## src/rtl/cfg_strap_capture.sv

```systemverilog
// Boot-strap capture and reset-release controller: samples strap buses during reset,
// checks their stability, issues a stretched core reset and serialises captured channels.
module cfg_strap_capture #(
    parameter int unsigned WIDTH         = 8,
    parameter int unsigned NUM_CH        = 4,
    parameter int unsigned STABLE_CYCLES = 4,
    parameter int unsigned RST_STRETCH   = 2,
    localparam int unsigned RDW          = (NUM_CH > 1) ? $clog2(NUM_CH) : 1
) (
    input  logic                      clk,
    input  logic                      rst_n,
    input  logic [NUM_CH*WIDTH-1:0]   cap_in,
    output logic                      rst_n_core,
    output logic [NUM_CH*WIDTH-1:0]   cfg_out,
    output logic                      cfg_valid,
    output logic                      cfg_stable,
    input  logic                      rd_start,
    input  logic [RDW-1:0]            rd_ch,
    output logic                      rd_bit,
    output logic                      rd_busy
);

    localparam int unsigned TOT = NUM_CH * WIDTH;
    localparam int unsigned SW  = $clog2(STABLE_CYCLES + 1);
    localparam int unsigned STW = (RST_STRETCH > 0) ? $clog2(RST_STRETCH + 1) : 1;
    localparam int unsigned CW  = (WIDTH > 1) ? $clog2(WIDTH) : 1;

    localparam logic [SW-1:0]  STAB_MAX = SW'(STABLE_CYCLES);
    localparam logic [STW-1:0] STR_MAX  = STW'(RST_STRETCH);
    localparam logic [CW-1:0]  CNT_LAST = CW'(WIDTH - 1);

    typedef enum logic [1:0] {
        S_RESET,
        S_STRETCH,
        S_RUN
    } state_t;

    state_t           state_q, state_d;
    logic [TOT-1:0]   shadow_q, shadow_d;
    logic [SW-1:0]    stab_q, stab_d, stab_rst;
    logic [STW-1:0]   str_q, str_d;
    logic [TOT-1:0]   cfg_q, cfg_d;
    logic             stable_q, stable_d;
    logic             valid_q, valid_d;
    logic             core_q, core_d;
    logic [WIDTH-1:0] shift_q, shift_d;
    logic [CW-1:0]    bcnt_q, bcnt_d;
    logic             busy_q, busy_d;
    logic             bit_q, bit_d;
    logic [WIDTH-1:0] ch_val;
    int unsigned      sel;

    always_comb begin
        state_d  = state_q;
        shadow_d = shadow_q;
        stab_d   = stab_q;
        str_d    = str_q;
        cfg_d    = cfg_q;
        stable_d = stable_q;
        valid_d  = valid_q;
        core_d   = core_q;
        shift_d  = shift_q;
        bcnt_d   = bcnt_q;
        busy_d   = busy_q;
        bit_d    = bit_q;

        // Saturating count of consecutive identical samples, applied on reset edges
        stab_rst = '0;
        if (cap_in == shadow_q) begin
            stab_rst = (stab_q == STAB_MAX) ? stab_q : stab_q + SW'(1);
        end

        sel = 32'(rd_ch);
        if (sel >= NUM_CH) begin
            sel = 0;
        end
        ch_val = cfg_q[sel*WIDTH +: WIDTH];

        case (state_q)
            S_RESET: begin
                cfg_d    = shadow_q;
                stable_d = (stab_q == STAB_MAX);
                shadow_d = '0;
                stab_d   = '0;
                if (RST_STRETCH == 0) begin
                    state_d = S_RUN;
                    core_d  = 1'b1;
                    valid_d = 1'b1;
                end else begin
                    state_d = S_STRETCH;
                    str_d   = STW'(1);
                end
            end
            S_STRETCH: begin
                if (str_q == STR_MAX) begin
                    state_d = S_RUN;
                    core_d  = 1'b1;
                    valid_d = 1'b1;
                end else begin
                    str_d = str_q + STW'(1);
                end
            end
            S_RUN: begin
                // The final shift cycle doubles as an idle cycle so back-to-back reads have no gap
                if (busy_q && (bcnt_q != '0)) begin
                    bcnt_d  = bcnt_q - CW'(1);
                    shift_d = shift_q << 1;
                    bit_d   = shift_d[WIDTH-1];
                end else if (rd_start) begin
                    shift_d = ch_val;
                    bit_d   = ch_val[WIDTH-1];
                    busy_d  = 1'b1;
                    bcnt_d  = CNT_LAST;
                end else begin
                    shift_d = '0;
                    bit_d   = 1'b0;
                    busy_d  = 1'b0;
                end
            end
            default: begin
                state_d = S_RESET;
            end
        endcase
    end

    always_ff @(posedge clk) begin
        if (!rst_n) begin
            state_q  <= S_RESET;
            shadow_q <= cap_in;
            stab_q   <= stab_rst;
            str_q    <= '0;
            cfg_q    <= '0;
            stable_q <= 1'b0;
            valid_q  <= 1'b0;
            core_q   <= 1'b0;
            shift_q  <= '0;
            bcnt_q   <= '0;
            busy_q   <= 1'b0;
            bit_q    <= 1'b0;
        end else begin
            state_q  <= state_d;
            shadow_q <= shadow_d;
            stab_q   <= stab_d;
            str_q    <= str_d;
            cfg_q    <= cfg_d;
            stable_q <= stable_d;
            valid_q  <= valid_d;
            core_q   <= core_d;
            shift_q  <= shift_d;
            bcnt_q   <= bcnt_d;
            busy_q   <= busy_d;
            bit_q    <= bit_d;
        end
    end

    assign rst_n_core = core_q;
    assign cfg_out    = cfg_q;
    assign cfg_valid  = valid_q;
    assign cfg_stable = stable_q;
    assign rd_bit     = bit_q;
    assign rd_busy    = busy_q;

endmodule

```

## config.mk

```make
export PLATFORM = sky130hd
export DESIGN_NAME = cfg_strap_capture
export DESIGN_NICKNAME = d
export VERILOG_FILES = /design/src/rtl/cfg_strap_capture.sv
export SDC_FILE = /design/constraint.sdc
export NUM_CORES = 1
export LEC_CHECK = 0
export CELL_PAD_IN_SITES_DETAIL_PLACEMENT = 1
export CELL_PAD_IN_SITES_GLOBAL_PLACEMENT = 2
export CORE_UTILIZATION = 36
export CTS_CLUSTER_DIAMETER = 30
export CTS_CLUSTER_SIZE = 12
export DETAILED_ROUTE_END_ITERATION = 10
export GPL_TIMING_DRIVEN = 0
export PLACE_DENSITY = 0.85
export SLEW_MARGIN = 20
export SYNTH_ARGS = -nofsm -noshare
export SYNTH_HDL_FRONTEND = slang
export SYNTH_SLANG_ARGS = --single-unit
```

## constraint.sdc

```tcl
create_clock -name clk -period 5.4 [get_ports clk]
set_input_delay 0.81 -clock clk [delete_from_list [all_inputs] [get_ports clk]]
set_output_delay 0.81 -clock clk [all_outputs]
set_load 0.01 [all_outputs]
```

==> reports/metrics.yaml <==
syn-cell-area_mm2: 0.003885
skew_ns: 0.01007
syn_to_final_growth_pct: 27.60
cts_tree: "done"
crit_slowest_cell: "inv_2"
clock_latency_ns: 0.35
ant_nets: 0
nets: 489
setup_tns_ns: 0
ys_top_cells_by_area: "edfxtp_1, dfxtp_1, nor2b_1"
ir_drop_mv: 0.1228
wl_per_cell_um: 17.86
dp_slack_ns: 2.657
synth_top_area_share: 0.2705
leakage_nw: 1.762
reg2reg_from: "state_q[1]"
rrSetupSlack_ns: 3.44
die_area_mm2: 0.01121
crit_end: "shadow_q[6]"
grt-ovfl-total: 0
wirelength_mm: 10.50
viasPerCell: 4.983
hp-class: "reg2reg"
fmax_mhz: 427.4
crit_start: "rst_n"
core_mm2: 0.01042
setup_ws_ns: 3.060
die_x_um: 105.9
critPathArrivalTime_ns: 2.33
die_h_um: 105.9
ctsHoldBuffers: 0
grt_pass1_vias: 3022
dp_hpwl_mm: 8.139
ys_ff_latch: 85
fin_area_mm2: 0.004957
end_kind: "register"
holdPathStages: 2
cts_made_buffers: 9
final_common_cell: "nand2_1"
io_pins: 74
cp_cell_sequence: "clkdlybuf4s50_1 > clkbuf_1 > and2_1 > inv_2"
cp.required_ns: 5.39
p_total_mw: 1.392
firstDrtPassIters: 6
seq_area_frac_synth: 0.5282
grt.total_usage: 0.1979
netlist_instances: 365
post_cts_buffers: 0
clk_path_buf_depth: 2
ys.flop_type: "dfxtp_1"
crit_fanout: 32
cts_resized: 0
crit_buf_inv: 3
outcome: "finished clean"
crit_path_start_kind: "input port"
power.density_mw_per_mm2: 280.8
slowest_delay_ns: 0.51
antenna_found_initial: 0
drt_iter0_markers: 96
gp_congestion: 0.7852
final_cell_mix: "nand2_1, clkdlybuf4s50_1, dfxtp_1"
syn_avg_cell_area_um2: 10.64
grt_start_max_net_pins: 33
cts-root-buf: "clkbuf_8"
timing.final.crit_share: 0.4333
setup-violations-final: 0
route.detailed.drc: 0
hold_viol_final: 0
yosys_warnings: 0
tightestPinTransition_ns: 0.6883
drv_slew: 0
htreeDepth: 3
synth_area_leader_cell: "edfxtp_1"
postSynth.asyncResetShare: 0
grt_first_pass_wirelength_mm: 16.39
fp-row-count: 37
clk_pin_slew_ns: 0.08
cts_num_sinks: 85
crit_cells: 4
antenna_cells: 0
maxCapViolCount: 0
layout-drive-gt1-share: 0.08407
synth_edf_count: 35
whs_ns: 0.4817
placedInstanceArea_mm2: 0.004766
start_util: 0.3730
rsz0062_at_grt: "false"
synth_nets: 407
path_delay_family: "buffers and inverters"
crit_type: "in2reg"
reg2regPathDepth: 5
ys_types: 41
io_buffers: 71
slew_headroom: 0.5405
reg2reg_to: "shadow_q[6]"
vias: 2930
fin_crit_ns: 2.340
-- area by class of cell --
class,count,area (um2)
clock buffers,10,127.6
inverters,13,48.80
plain buffers,22,123.9
multi-input cells,245,1660
repair buffers,71,710.7
well taps,136,170.2
flip-flops and latches,85,2052
clock inverters,6,63.81
fillers,1172,5459
-- worst min-delay path: cells and delay by family (launching register included) --
family | cells | cell delay [ns]
compound gates | 1 | 0.06
simple gates | 1 | 0.05
flops | 1 | 0.33
-- flip-flops by register name, indices dropped and copies added, names as in the netlist, 2 cells and up --
name and count:
bcnt_q 3, shadow_q 32, stab_q 3, state_q 2
shift_q 7, str_q 2, cfg_out 32
-- cells by family (layout without fill, tap and decap cells) --
group / after synthesis / count (layout) / synth area share
xor gates and xnor gates: 28 / 28 / 0.06312
DFF: 85 / 85 / 0.5282
AOI/OAI and AO/OA: 58 / 58 / 0.1163
muxes: 8 / 8 / 0.04734
buffers and inverters: 35 / 122 / 0.04444
and+or+nand+nor: 146 / 146 / 0.1845
adders and majority gates: 5 / 5 / 0.01610
-- per-layer routing --
metal | vias to the layer above | GRT usage | wire length [um]
li1 | 1421 | - | -
met1 | 1426 | 0.2570 | 4812
met2 | 75 | 0.3319 | 5127
met3 | 8 | 0.03401 | 392
met4 | 0 | 0.06845 | 167
met5 | - | 0 | 0
-- worst min-delay path by stage --
stage            endpoint  startpoint  slack, ns
5_1_grt        cfg_out[0]  cfg_out[0]       0.52
3_3_place_gp   cfg_stable  cfg_stable       0.47
3_5_place_dp   cfg_out[0]  cfg_out[0]       0.48
6_report       cfg_out[0]  cfg_out[0]       0.48
4_1_cts        cfg_out[0]  cfg_out[0]       0.49
2_1_floorplan    str_q[0]    str_q[0]       0.47
-- where the power goes --
group | switching (mW) | internal [mW] | leakage, nW | total [mW]
logic | 0.0922 | 0.103 | 0.883 | 0.196
registers | 0.0379 | 0.712 | 0.788 | 0.749
clock network | 0.234 | 0.213 | 0.0901 | 0.447
total | 0.364 | 1.03 | 1.76 | 1.39
-- synthesized netlist by cell type, types with 4 or more instances --
master    count
nor2_1        7
edfxtp_1     35
inv_1        13
clkbuf_1      9
dfxtp_1      50
a222oi_1      7
nand2_1      73
and2_1        4
mux4_2        7
a21boi_0     34
buf_2         8
xor2_1        4
ha_1          5
xnor2_1      24
nor2b_1      44
nand4_1       5
-- stage by stage --
step                        util  instances
after CTS                 0.4759        588
after floorplan                -        365
after global routing      0.4759        588
after global placement    0.4575        572
final                     0.4759        588
after detailed placement  0.4575        572
No activity file was read; power rests on OpenSTA's default activity.
